**config.mk**
```make
export PLATFORM = sky130hd
export DESIGN_NAME = alu_op_scheduler
export DESIGN_NICKNAME = d
export VERILOG_FILES = /design/src/rtl/alu_op_scheduler.sv
export SDC_FILE = /design/constraint.sdc
export NUM_CORES = 1
export LEC_CHECK = 0
export ABC_CLOCK_PERIOD_IN_PS = 2950
export CAP_MARGIN = 15
export CORE_ASPECT_RATIO = 1.25
export CORE_UTILIZATION = 40
export DETAILED_ROUTE_END_ITERATION = 10
export PLACE_DENSITY = 0.93
export SLEW_MARGIN = 0
export SYNTH_ARGS = -nofsm -noshare
export SYNTH_HDL_FRONTEND = slang
export SYNTH_SLANG_ARGS = --single-unit
```
**constraint.sdc**
```tcl
create_clock -name clk -period 2.95 [get_ports clk]
set_input_delay 0.7375 -clock clk [delete_from_list [all_inputs] [get_ports clk]]
set_output_delay 0.7375 -clock clk [all_outputs]
set_load 0.02 [all_outputs]
```
**src/rtl/alu_op_scheduler.sv**
```systemverilog
// rtl/alu_op_scheduler.sv - two-requester round-robin scheduler in front of a shared 4-bit ALU
//
// Optional feature macro: ALU_OP_COUNT_EN
//   defined   : cnt0/cnt1 count completed response handshakes per requester (8-bit, wrapping)
//   undefined : cnt0/cnt1 are tied to 0 and no counter flops exist
//
// Flow: IDLE grants one requester (round-robin on contention) and latches its operands,
// EXEC holds operands and the one-hot select on the ALU for ALU_LATENCY cycles and then
// captures the result, RESP presents the result to the granted requester until it is taken.
// Only one operation is ever in flight.

module alu_op_scheduler #(
    parameter int ALU_LATENCY = 1   // legal range 1..15
) (
    input  logic       clk,
    input  logic       rst,

    input  logic       req0_valid,
    output logic       req0_ready,
    input  logic [3:0] req0_a,
    input  logic [3:0] req0_b,
    input  logic [2:0] req0_op,

    input  logic       req1_valid,
    output logic       req1_ready,
    input  logic [3:0] req1_a,
    input  logic [3:0] req1_b,
    input  logic [2:0] req1_op,

    output logic [3:0] alu_a,
    output logic [3:0] alu_b,
    output logic [7:0] alu_sel,
    input  logic [7:0] alu_result,

    output logic       rsp0_valid,
    input  logic       rsp0_ready,
    output logic [7:0] rsp0_data,

    output logic       rsp1_valid,
    input  logic       rsp1_ready,
    output logic [7:0] rsp1_data,

    output logic       busy,
    output logic [7:0] cnt0,
    output logic [7:0] cnt1
);

    localparam logic [1:0] S_IDLE = 2'd0;
    localparam logic [1:0] S_EXEC = 2'd1;
    localparam logic [1:0] S_RESP = 2'd2;

    // The EXEC down-counter starts here so that EXEC lasts exactly ALU_LATENCY cycles.
    localparam logic [3:0] LAT_LOAD = 4'(ALU_LATENCY - 1);

    logic [1:0] state;
    logic       rr_last;     // id of the requester whose response completed last
    logic       gnt_id;      // id of the requester owning the in-flight op
    logic [3:0] a_q;
    logic [3:0] b_q;
    logic [2:0] op_q;
    logic [3:0] lat_cnt;
    logic [7:0] result_q;

    logic       grant0;
    logic       grant1;
    logic       in_idle;
    logic       in_exec;
    logic       in_resp;
    logic       accept;
    logic       rsp0_fire;
    logic       rsp1_fire;
    logic       rsp_fire;

    assign in_idle = (state == S_IDLE);
    assign in_exec = (state == S_EXEC);
    assign in_resp = (state == S_RESP);

    // Round-robin pick: a lone valid wins outright, on contention the requester not served last wins.
    always_comb begin
        grant0 = 1'b0;
        grant1 = 1'b0;
        if (req0_valid && req1_valid) begin
            grant0 = rr_last;
            grant1 = ~rr_last;
        end else begin
            grant0 = req0_valid;
            grant1 = req1_valid;
        end
    end

    assign req0_ready = in_idle & grant0;
    assign req1_ready = in_idle & grant1;
    assign accept     = req0_ready | req1_ready;

    // The ALU only sees live operands while an op is executing; otherwise it is parked at zero.
    assign alu_a   = in_exec ? a_q : 4'd0;
    assign alu_b   = in_exec ? b_q : 4'd0;
    assign alu_sel = in_exec ? (8'h80 >> op_q) : 8'd0;

    assign rsp0_valid = in_resp & ~gnt_id;
    assign rsp1_valid = in_resp &  gnt_id;
    assign rsp0_data  = rsp0_valid ? result_q : 8'd0;
    assign rsp1_data  = rsp1_valid ? result_q : 8'd0;

    assign rsp0_fire = rsp0_valid & rsp0_ready;
    assign rsp1_fire = rsp1_valid & rsp1_ready;
    assign rsp_fire  = rsp0_fire | rsp1_fire;

    assign busy = ~in_idle;

    // Sequencer: accept -> hold on ALU for ALU_LATENCY cycles -> present result until taken.
    always_ff @(posedge clk) begin
        if (rst) begin
            state    <= S_IDLE;
            rr_last  <= 1'b1;
            gnt_id   <= 1'b0;
            a_q      <= 4'd0;
            b_q      <= 4'd0;
            op_q     <= 3'd0;
            lat_cnt  <= 4'd0;
            result_q <= 8'd0;
        end else begin
            case (state)
                S_IDLE: begin
                    if (accept) begin
                        gnt_id  <= req1_ready;
                        a_q     <= req1_ready ? req1_a  : req0_a;
                        b_q     <= req1_ready ? req1_b  : req0_b;
                        op_q    <= req1_ready ? req1_op : req0_op;
                        lat_cnt <= LAT_LOAD;
                        state   <= S_EXEC;
                    end
                end
                S_EXEC: begin
                    if (lat_cnt == 4'd0) begin
                        result_q <= alu_result;
                        state    <= S_RESP;
                    end else begin
                        lat_cnt <= lat_cnt - 4'd1;
                    end
                end
                S_RESP: begin
                    if (rsp_fire) begin
                        rr_last <= gnt_id;
                        state   <= S_IDLE;
                    end
                end
                default: begin
                    state <= S_IDLE;
                end
            endcase
        end
    end

`ifdef ALU_OP_COUNT_EN
    logic [7:0] cnt0_q;
    logic [7:0] cnt1_q;

    // Per-requester completion counters, stepped on each response handshake and wrapping at 255.
    always_ff @(posedge clk) begin
        if (rst) begin
            cnt0_q <= 8'd0;
            cnt1_q <= 8'd0;
        end else begin
            if (rsp0_fire) begin
                cnt0_q <= cnt0_q + 8'd1;
            end
            if (rsp1_fire) begin
                cnt1_q <= cnt1_q + 8'd1;
            end
        end
    end

    assign cnt0 = cnt0_q;
    assign cnt1 = cnt1_q;
`else
    assign cnt0 = 8'd0;
    assign cnt1 = 8'd0;
`endif

endmodule
```
==> flow_metrics.py, run 1 <==
metrics = {
    "cells_and_area": {
        "area_growth_pct": 51.6,
        "multi_input_area_sq_um": 781,
        "nNetsFinal": 278,
        "drive_above_1_share_pct": 4.18,
        "fin_util_pct": 63.3,
        "final_cell_area_sq_um": 2180,
        "num-fill-cells": 273,
        "antennaDiodeCount": 0,
        "regArea_sq_um": 541,
    },
    "grt": {
        "grt_max_degree": 18,
        "grt_use_total_pct": 19.5,
        "grt_overflow": 0,
        "grt_pass1_wl_mm": 6.09,
        "antenna_found_initial": 0,
        "grt_pass1_vias": 1287,
    },
    "power": {
        "p_comb_share_pct": 28.1,
        "p_per_area_nw_per_um2": 390,
        "p_seq_share_pct": 48.5,
        "power.leakage_nw": 0.885,
        "clkPwrFrac_pct": 23.4,
        "sw_frac_of_total_pct": 29.0,
        "ir_worst_vdd_mv": 0.334,
        "finalPower_mw": 0.852,
        "p_int_mw": 0.605,
        "p_sw_mw": 0.247,
    },
    "routing": {
        "drt-vias-per-instance": 5.05,
        "avgRoutedWirePerCell_microns": 13.7,
        "dr_total_vias": 1403,
        "ant_nets": 0,
        "dr.pass1.iters": 4,
        "drc_errors": 0,
        "routed_wl_mm": 3.81,
        "first_iter_violations": 73,
    },
    "timing": {
        "finClkSkew_ns": 0.00115,
        "rsz0062_at_grt": "false",
        "setup_tns_ns": 0,
        "tightest_slew_ns": 0.635,
        "hold_violations": 0,
        "period_share_pct": 95.2,
        "slew_viol_final": 0,
        "fin_crit_ns": 2.81,
        "setup_viol": 0,
        "hold_slack_ns": 0.493,
        "slew_headroom_pct": 57.5,
        "max_freq_mhz": 356,
    },
    "worst_setup_path": {
        "ff2ff_setup_slack_ns": 1.05,
        "worstPathMaxFanout": 4,
        "cp_top_family": "buffers and inverters",
        "crit_path_frequent_cell": "clkdlybuf4s50_1",
        "worst_ep_required_time_ns": 2.21,
        "rr_worst_depth": 6,
        "slowest_stage": "clkdlybuf4s50_1",
        "cpPeakStageDelay_ns": 0.63,
        "worstSetupEndpointType": "primary output",
        "worstSetupStartpointType": "input pin",
        "crit_type": "input pin to primary output",
        "crit_chain": "clkdlybuf4s50_1 > nand2b_1 > and3_1 > clkdlybuf4s50_1",
        "r2r-end": "result_q[2]$_SDFFE_PP0P_",
        "crit_buf_inv": 2,
        "worstPathArrival_ns": 2.07,
        "r2r-start": "lat_cnt[0]$_SDFFE_PP0P_",
    },
    "floorplan": {
        "die_y_microns": 69.1,
        "die_x_microns": 55.7,
        "io_pins": 89,
        "core_area_sq_um": 3450,
        "initial_core_util_pct": 41.7,
        "rows": 24,
        "die_area_sq_um": 3850,
    },
    "synthesis": {
        "synth_edf_count": 0,
        "synth_top_area_share_pct": 37.5,
        "yosys_warnings": 0,
        "yosys-top-cells-area": "dfxtp_1 38%, and2_1 10%, buf_4 8.3%",
        "async_flop_share_pct": 0,
        "synth_seq_cells": 27,
        "ys_seq_area_share_pct": 37.5,
        "syn-cell-area_sq_um": 1440,
        "syn_inst": 168,
        "yosysUniqueCellTypes": 35,
        "syn_area_per_cell_sq_um": 8.58,
        "ys_top_cells_by_count": "27 x dfxtp_1, 27 x nor2_1, 24 x and2_1",
        "synth_top_cell_by_area": "dfxtp_1",
        "synth_ff_type": "dfxtp_1",
    },
    "clocking": {
        "cts_tree": "yes",
        "postCtsResizedCells": 0,
        "cts-root-buf": "clkbuf_8",
        "clkTransAtPathRegs_ns": 0.08,
        "clk_path_buf_depth": 2,
        "worst_skew_pair.late_latency_ns": 0.26,
        "clock_sinks": 27,
        "cts_hold_repair.buffers": 0,
        "postCtsSetupBuffers": 0,
        "numCtsBuffers": 3,
        "ctsHtreeMaxLevel": 1,
    },
    "outcome": {
        "outcome": "finished clean",
    },
    "worst_hold_path": {
        "whs_endpoint": "lat_cnt[1]$_SDFFE_PP0P_",
        "hp-class": "register to register",
        "hp-start": "lat_cnt[1]$_SDFFE_PP0P_",
        "hold_path_depth": 2,
    },
    "placed_design": {
        "gp_congestion": 0.780,
        "io_buffers": 72,
        "hpwl_mm": 2.88,
        "postPlaceCellArea_sq_um": 2140,
    },
    "flow_run": {
        "drv_cap": 0,
    },
}
cell usage in the layout (no fill, tap or decap), types with 3 or more instances in the layout:
cell	instances
a21oi_1	3
inv_1	3
dfxtp_1	27
nor3_1	7
nor2_1	27
mux2i_1	9
and2_1	24
clkbuf_8	3
nand2_1	5
nand2b_1	3
conb_1	16
a222oi_1	11
clkdlybuf4s50_1	72
buf_4	5
registers in the layout, indices dropped and copies added, names as in the netlist:
name      count
a_q           4
b_q           4
gnt_id        1
lat_cnt       4
op_q          3
result_q      8
rr_last       1
state         2
stage by stage:
step	setup slack, ns	instances
final	0.141	278
after global routing	0.0742	278
after CTS	0.141	278
after detailed placement	0.144	274
after global placement	0.152	274
after floorplan	0.857	183
kinds of logic after synthesis:
family	share of synthesized area, %
and+or+nand+nor	30.6
DFF	37.5
muxes	6.25
buffers and inverters	12.2
adders and majority gates	1.74
xor gates and xnor gates	1.22
AOI/OAI and AO/OA	10.2
other	0.260
final cells by class:
type | instances | share of cell area, %
well taps | 39 | 2.23
repair buffers | 77 | 34.7
inverters | 3 | 0.515
clock buffers | 4 | 2.06
multi-input cells | 128 | 35.7
flip-flops and latches | 27 | 24.7
tightest hold or removal path, delay by kind of cell, from the launching register on:
family	cells	cell delay (ns)
flip-flops	1	0.33
AND/OR/NAND/NOR	1	0.07
AO/OA/AOI/OAI	1	0.06
worst max path at each step:
stage | startpoint | to | slack (ns) | cells past startpoint
global route | req1_valid | req0_ready | 0.07 | 4
floorplan | state[0]$_SDFFE_PP0P_ | alu_sel[5] | 0.86 | 4
finish | req1_valid | req0_ready | 0.14 | 4
detailed placement | req1_valid | req0_ready | 0.14 | 4
global placement | req1_valid | req0_ready | 0.15 | 4
CTS | req1_valid | req0_ready | 0.14 | 4
power groups by stage:
stage                     Combinational [mW]  Clock [mW]  Sequential, mW
after global routing                   0.254       0.225           0.417
after detailed placement               0.237           0           0.421
after floorplan                        0.152           0           0.414
after global placement                 0.232           0           0.420
after CTS                              0.239       0.207           0.413
final                                  0.239       0.200           0.413
metal layers:
layer | track usage (%) | vias up | share of wire, %
met2 | 36.4 | 43 | 55
met5 | 0 | - | 0
met1 | 22.8 | 667 | 40
met3 | 1.50 | 4 | 3.6
li1 | - | 689 | -
met4 | 6.94 | 0 | 1.6
Power figures use the tool's default switching activity.
==> run 2, diff against run 1 <==
--- a/config.mk
+++ b/config.mk
@@ -5,10 +5,11 @@
 export SDC_FILE = /design/constraint.sdc
 export NUM_CORES = 1
 export LEC_CHECK = 0
-export ABC_CLOCK_PERIOD_IN_PS = 2950
+export ABC_CLOCK_PERIOD_IN_PS = 3460
 export CAP_MARGIN = 15
 export CORE_ASPECT_RATIO = 1.25
 export CORE_UTILIZATION = 40
+export CTS_CLUSTER_DIAMETER = 150
 export DETAILED_ROUTE_END_ITERATION = 10
 export PLACE_DENSITY = 0.93
 export SLEW_MARGIN = 0
==> constraint.sdc (replaced) <==
create_clock -name clk -period 3.46 [get_ports clk]
set_input_delay 0.865 -clock clk [delete_from_list [all_inputs] [get_ports clk]]
set_output_delay 0.865 -clock clk [all_outputs]
set_load 0.02 [all_outputs]
==> run 2 against run 1 <==
  * First-iteration DRC count shrank 21%
  * Flip-flop and latch count is the same
  * Clock-buffer cell count is the same
  * Total power shrank 14%
  * Critical path depth is the same
  * Wire length shrank 1.7%
  * Global-route usage grew 0.75 points
==> flow_metrics.py, run 2 (synthesis gave the netlist of run 1 again) <==
metrics = {
    "outcome": {
        "outcome": "finished clean",
    },
    "placed_design": {
        "place_ws_ns": 0.391,
        "postPlaceCellArea_sq_um": 2140,
        "io_buffers": 72,
        "hpwl_mm": 2.88,
        "post-place-cells": 274,
        "gp_congestion": 0.793,
    },
    "cells_and_area": {
        "largest-register": "result_q",
        "area_growth_pct": 51.6,
        "antennaDiodeCount": 0,
        "final_cell_area_sq_um": 2180,
        "final_cell_mix": "72 x clkdlybuf4s50_1, 27 x nor2_1, 27 x dfxtp_1",
        "nNetsFinal": 278,
        "largest_register_ffs": 8,
        "layout_commonest_cell": "clkdlybuf4s50_1",
        "drive_above_1_share_pct": 4.18,
        "fin_util_pct": 63.3,
        "multi_input_area_sq_um": 781,
        "num-fill-cells": 280,
        "regArea_sq_um": 541,
        "stdcell_count": 278,
    },
    "timing": {
        "slew_headroom_pct": 59.0,
        "hold_violations": 0,
        "finClkSkew_ns": 0.00350,
        "hold_slack_ns": 0.491,
        "setup_tns_ns": 0,
        "period_share_pct": 90.2,
        "fin_crit_ns": 3.12,
        "layout_setup_ws_ns": 0.341,
        "tightest_slew_ns": 0.609,
        "setup_viol": 0,
        "rsz0062_at_grt": "false",
        "max_freq_mhz": 321,
        "slew_viol_final": 0,
    },
    "clocking": {
        "clock_sinks": 27,
        "cts_hold_repair.buffers": 0,
        "clkTransAtPathRegs_ns": 0.09,
        "clk_path_buf_depth": 2,
        "cts_tree": "yes",
        "ctsHtreeMaxLevel": 1,
        "numCtsBuffers": 3,
        "postCtsResizedCells": 0,
        "worst_skew_pair.late_latency_ns": 0.27,
        "cts-root-buf": "clkbuf_8",
        "postCtsSetupBuffers": 0,
    },
    "grt": {
        "grt_overflow": 0,
        "grt_pass1_vias": 1374,
        "antenna_found_initial": 0,
        "grt_max_degree": 17,
        "grt_use_total_pct": 20.2,
        "grt_pass1_wl_mm": 6.29,
    },
    "power": {
        "power.leakage_nw": 0.885,
        "p_per_area_nw_per_um2": 335,
        "ir_worst_vdd_mv": 0.248,
        "finalPower_mw": 0.731,
    },
    "routing": {
        "avgRoutedWirePerCell_microns": 13.5,
        "dr_total_vias": 1410,
        "wl_met2_mm": 2.11,
        "top_layer": "met4",
        "route.met3.wl_microns": 171,
        "routed_wl_mm": 3.75,
        "dr.pass1.iters": 6,
        "first_iter_violations": 58,
        "drc_errors": 0,
        "met1Wirelength_mm": 1.34,
        "drt-vias-per-instance": 5.07,
        "ant_nets": 0,
    },
    "worst_hold_path": {
        "hold_path_depth": 2,
        "hp-start": "lat_cnt[1]$_SDFFE_PP0P_",
        "whs_endpoint": "lat_cnt[1]$_SDFFE_PP0P_",
        "hp-class": "register to register",
    },
    "worst_setup_path": {
        "rr_worst_depth": 6,
        "crit_type": "input pin to primary output",
        "r2r-end": "result_q[2]$_SDFFE_PP0P_",
        "worstPathArrival_ns": 2.25,
        "worst_ep_required_time_ns": 2.59,
        "r2r-start": "lat_cnt[0]$_SDFFE_PP0P_",
        "worstSetupEndpointType": "primary output",
        "worstSetupStartpointType": "input pin",
        "ff2ff_setup_slack_ns": 1.68,
        "worstPathMaxFanout": 4,
    },
    "floorplan": {
        "die_area_sq_um": 3850,
        "io_pins": 89,
        "rows": 24,
        "die_x_microns": 55.7,
        "die_y_microns": 69.1,
        "initial_core_util_pct": 41.7,
        "core_area_sq_um": 3450,
    },
    "flow_run": {
        "drv_cap": 0,
    },
}
-- run 2: per-layer routing --
layer  GRT usage, %  vias to the layer above
met5              0                        -
met2           36.4                       54
met4           10.3                        0
met3           2.25                       12
li1               -                      689
met1           23.2                      655
-- run 2: worst max-delay path by stage --
stage / start / to / slack (ns) / depth (start not counted)
global route: req1_valid / req0_ready / 0.30 / 4
detailed placement: req1_valid / req0_ready / 0.39 / 4
finish: req1_valid / req0_ready / 0.34 / 4
global placement: req1_valid / req0_ready / 0.41 / 4
floorplan: state[0]$_SDFFE_PP0P_ / alu_sel[5] / 1.24 / 4
CTS: req1_valid / req0_ready / 0.37 / 4
-- run 2: report_power, final --
group          internal (mW)  leakage (nW)  total (mW)  switching, mW
logic                  0.100         0.642       0.203          0.103
clock network         0.0823        0.0228       0.176         0.0933
registers              0.333         0.221       0.352         0.0187
-- run 2: cell type report --
cell class                      count  share of cell area (%)
Multi-Input combinational cell    128                    35.7
Timing Repair Buffer               77                    34.7
Inverter                            3                   0.515
Clock buffer                        4                    2.06
Sequential cell                    27                    24.7
Tap cell                           39                    2.23
-- run 2: critical path, cell delays in order --
cell	delay (ns)
clkdlybuf4s50_1	0.45
nand2b_1	0.08
and3_1	0.19
clkdlybuf4s50_1	0.66
==> run 3, diff against run 2 <==
--- a/config.mk
+++ b/config.mk
@@ -5,13 +5,12 @@
 export SDC_FILE = /design/constraint.sdc
 export NUM_CORES = 1
 export LEC_CHECK = 0
-export ABC_CLOCK_PERIOD_IN_PS = 3460
-export CAP_MARGIN = 15
+export ABC_CLOCK_PERIOD_IN_PS = 3400
 export CORE_ASPECT_RATIO = 1.25
-export CORE_UTILIZATION = 40
+export CORE_UTILIZATION = 37
 export CTS_CLUSTER_DIAMETER = 150
 export DETAILED_ROUTE_END_ITERATION = 10
-export PLACE_DENSITY = 0.93
+export PLACE_DENSITY = 0.87
 export SLEW_MARGIN = 0
 export SYNTH_ARGS = -nofsm -noshare
 export SYNTH_HDL_FRONTEND = slang
==> constraint.sdc (replaced) <==
create_clock -name clk -period 3.4 [get_ports clk]
set_input_delay 0.85 -clock clk [delete_from_list [all_inputs] [get_ports clk]]
set_output_delay 0.85 -clock clk [all_outputs]
set_load 0.02 [all_outputs]
==> run 3 against run 2 <==
  * Clock-buffer cell count unchanged
  * Sequential power up 2%
  * Total power up 1.6%
  * Design area up 0.40%
  * Critical path depth unchanged
  * Worst setup slack worse by 0.017 ns
  * Clock skew down 0.0013 ns
  * Sequential share of layout area down 0.099 points
  * Non-clock buffer count up 1
  * Largest power group unchanged
==> flow_metrics.py, run 3 (synthesis gave the netlist of run 1 again) <==
metrics = {
    "timing": {
        "fin_crit_ns": 3.08,
        "setup_tns_ns": 0,
        "finClkSkew_ns": 0.00222,
        "rsz0062_at_grt": "false",
        "tightest_slew_ns": 0.653,
        "slew_headroom_pct": 56.3,
        "period_share_pct": 90.5,
        "slew_viol_final": 0,
        "layout_setup_ws_ns": 0.323,
        "setup_viol": 0,
        "max_freq_mhz": 325,
        "hold_violations": 0,
    },
    "placed_design": {
        "gp_congestion": 0.779,
        "place_ws_ns": 0.324,
        "io_buffers": 72,
        "hpwl_mm": 2.98,
    },
    "clocking": {
        "clock_sinks": 27,
        "postCtsSetupBuffers": 0,
        "clk_path_buf_depth": 2,
        "clkTransAtPathRegs_ns": 0.08,
        "ctsHtreeMaxLevel": 1,
        "cts_tree": "yes",
        "postCtsResizedCells": 0,
        "worst_skew_pair.late_latency_ns": 0.26,
        "cts_hold_repair.buffers": 0,
        "cts-root-buf": "clkbuf_8",
        "numCtsBuffers": 3,
    },
    "power": {
        "clkPwrFrac_pct": 23.6,
        "p_sw_mw": 0.215,
        "p_int_mw": 0.527,
        "power.leakage_nw": 0.890,
        "ir_worst_vdd_mv": 0.277,
        "p_comb_share_pct": 28.1,
        "p_per_area_nw_per_um2": 339,
        "p_seq_share_pct": 48.2,
        "sw_frac_of_total_pct": 29.0,
    },
    "cells_and_area": {
        "largest_register_ffs": 8,
        "layout_commonest_cell": "clkdlybuf4s50_1",
        "area_growth_pct": 52.2,
        "regArea_sq_um": 541,
        "antennaDiodeCount": 0,
        "largest-register": "result_q",
        "num-fill-cells": 324,
        "multi_input_area_sq_um": 781,
        "final_cell_mix": "72 x clkdlybuf4s50_1, 27 x nor2_1, 27 x dfxtp_1",
        "drive_above_1_share_pct": 4.58,
        "nNetsFinal": 279,
        "fin_util_pct": 58.4,
    },
    "routing": {
        "drc_errors": 0,
        "avgRoutedWirePerCell_microns": 13.5,
        "dr.pass1.iters": 8,
        "routed_wl_mm": 3.79,
        "first_iter_violations": 85,
        "drt-vias-per-instance": 4.98,
        "dr_total_vias": 1393,
        "ant_nets": 0,
    },
    "grt": {
        "antenna_found_initial": 0,
        "grt_pass1_vias": 1338,
        "grt_use_total_pct": 18.7,
        "grt_pass1_wl_mm": 6.09,
        "grt_max_degree": 19,
        "grt_overflow": 0,
    },
    "floorplan": {
        "die_y_microns": 71.8,
        "die_area_sq_um": 4150,
        "die_x_microns": 57.8,
        "initial_core_util_pct": 38.4,
        "core_area_sq_um": 3750,
        "rows": 25,
        "io_pins": 89,
    },
    "worst_setup_path": {
        "rr_worst_depth": 6,
        "cpPeakStageDelay_ns": 0.63,
        "worstPathMaxFanout": 4,
        "r2r-start": "lat_cnt[0]$_SDFFE_PP0P_",
        "worstPathArrival_ns": 2.23,
        "crit_path_frequent_cell": "clkdlybuf4s50_1",
        "slowest_stage": "clkdlybuf4s50_1",
        "cp_top_family": "buffers and inverters",
        "crit_buf_inv": 2,
        "crit_chain": "clkdlybuf4s50_1 > nand2b_1 > and3_1 > clkdlybuf4s50_1",
        "worstSetupEndpointType": "primary output",
        "crit_type": "input pin to primary output",
        "r2r-end": "result_q[3]$_SDFFE_PP0P_",
        "worst_ep_required_time_ns": 2.55,
        "worstSetupStartpointType": "input pin",
        "ff2ff_setup_slack_ns": 1.58,
    },
    "worst_hold_path": {
        "hp-start": "lat_cnt[1]$_SDFFE_PP0P_",
        "hp-class": "register to register",
        "hold_path_depth": 2,
        "whs_endpoint": "lat_cnt[1]$_SDFFE_PP0P_",
    },
    "outcome": {
        "outcome": "finished clean",
    },
    "flow_run": {
        "drv_cap": 0,
    },
}
==> run 3: layer usage <==
metal	routed length (microns)	GRT usage [%]	vias to the layer above
met5	0	0	-
li1	-	-	692
met4	105	9.26	0
met3	190	2.35	11
met1	1470	22.3	627
met2	2020	32.6	63
==> run 3: worst max path at each step <==
stage          depth (start not counted)         end                  start  slack, ns
4_1_cts                                4  req0_ready             req1_valid       0.32
2_1_floorplan                          4  alu_sel[5]  state[0]$_SDFFE_PP0P_       1.19
3_3_place_gp                           4  req0_ready             req1_valid       0.37
6_report                               4  req0_ready             req1_valid       0.32
5_1_grt                                4  alu_sel[5]  state[0]$_SDFFE_PP0P_       0.25
3_5_place_dp                           4  req0_ready             req1_valid       0.32
==> run 3: through the flow <==
stage / area (sq um) / std cells / hold slack [ns] / total power [mW]
floorplan: 1500 / 183 / 0.456 / 0.492
global placement: 2150 / 276 / 0.474 / 0.569
detailed placement: 2150 / 276 / 0.484 / 0.574
CTS: 2190 / 280 / 0.497 / 0.747
global route: 2190 / 280 / 0.529 / 0.785
finish: 2190 / 280 / 0.497 / 0.743
==> run 3: power groups by stage <==
stage          Sequential (mW)  Clock (mW)  Combinational [mW]
4_1_cts                  0.358       0.179               0.210
3_3_place_gp             0.364           0               0.205
6_report                 0.358       0.175               0.209
5_1_grt                  0.363       0.196               0.226
3_5_place_dp             0.365           0               0.209
2_1_floorplan            0.359           0               0.132
==> run 3: cell type report <==
| class | instances | share of cell area (%) |
|---|---|---|
| Tap cell | 40 | 2.28 |
| Timing Repair Buffer | 78 | 34.9 |
| Clock buffer | 4 | 2.05 |
| Sequential cell | 27 | 24.6 |
| Inverter | 3 | 0.513 |
| Multi-Input combinational cell | 128 | 35.6 |
==> run 3: worst reg2reg max path: cells and delay by family, from the launching register on <==
family	cells	cell delay (ns)
buf+inv	1	0.11
mux	1	0.23
flops	1	0.32
simple gates	3	0.86
fa+ha+maj	1	0.17
==> patch: new RTL, flow settings as in run 3 <==
Add a define of `ALU_OP_COUNT_EN`.
--- a/src/rtl/alu_op_scheduler.sv
+++ b/src/rtl/alu_op_scheduler.sv
@@ -10,2 +10,4 @@
 // Only one operation is ever in flight.
+
+`define ALU_OP_COUNT_EN
 
Behaviour: not the same (Yosys sat finds a counterexample within 4 cycles, from zero or initial values and one cycle with rst high).
==> patch against run 3 <==
Setup slack worse by 0.14 ns; total power up 63%; area after synthesis up 57%; cell area up 51%; sequential share of layout area up 1.4 points; count of clock-buffer cells in the layout up 2; sequential cell count up 16; wire length up 56%; largest cell class unchanged; critical path type unchanged.
==> patch: results (changes against run 3) <==
** Status
- Run status :: finished clean

** Global routing
- The global-route wire length before repair is 9929 µm (+63%).
- The via count of the first global-routing pass came to 2277 (+70%).

** Placed design
- The final estimated routing congestion in global placement is 0.7867 (+0.95%).
- Instance area after placement :: 3192 µm² (+49%)
- Half-perimeter wire length after detailed placement :: 4346 µm (+46%)
- The count of buffers from port buffering is 88 (+22%).
- Placed Cells incl. Taps :: 433 (+57%)

** Worst setup path
- Worst setup path startpoint :: req0_valid
- Delay contributed by the slowest stage of the critical path :: 0.60 ns (-0.03 ns)
- Slack of the worst reg-to-reg path :: 1.66 ns (+0.08 ns)
- The endpoint identified for the worst register-to-register timing path is lat_cnt[3].
- The arrival time reported for the critical path endpoint came to 2.37 ns (+0.14 ns).

** Route
- The number of iterations in the first detailed-routing pass came to 4 (-4).
- The length of routed met3 wiring was 339 µm (+78%).
- Routed metal-1 wire length :: 2438 µm (+66%)
- The amount of wire on met2 after detailed routing is 3069 µm (+52%).
- Detail-routed via count per cell :: 5.406 (+8.7%)

** Synth
- The portion of the post-synthesis area used by sequential elements is 38.05% (+0.55 points).
- Cells taking the most area after synthesis :: dfxtp_1 38%, and2_1 6.9%, nand3_1 5.3%

** Pwr
- Worst VDD drop :: 0.2300 mV (-17%)
- The combinational group share of total power came to 19.8% (-8.3 points).
- PwrDens :: 364.9 nW/µm² (+7.8%)

** Finish
- The fraction of final layout cells with drive strength greater than 1 is 7.242% (+2.7 points).

** Timing
- The worst clock skew is 0.01111 ns (+0.008886 ns).

** Clocking
- TritonCTS Buffers :: 5 (+2)
==> patch: layout make-up <==
type	instances	area, µm²
inverters	9	33.78
well taps	82	102.6
clock buffers	6	82.58
clock inverters	2	35.03
repair buffers	97	943.4
multi-input cells	202	1251
flip-flops and latches	43	860.8
fillers	541	2547
==> patch: worst min-delay path by stage <==
stage / to / slack (ns) / depth (start not counted)
finish: result_q[5] / 0.48 / 2
global route: result_q[1] / 0.51 / 2
detailed placement: result_q[5] / 0.47 / 2
CTS: result_q[5] / 0.48 / 2
floorplan: rr_last / 0.45 / 1
global placement: result_q[1] / 0.46 / 2
==> patch: logic make-up (layout without fill, tap and decap cells) <==
group	count (synthesis)	in the layout	synth area share [%]
xor gates and xnor gates	2	2	0.7745
muxes	2	2	0.9955
adders and majority gates	3	3	1.659
AOI/OAI and AO/OA	72	72	18.64
DFF	43	43	38.05
and+or+nand+nor	123	123	33.24
buffers and inverters	31	114	6.637
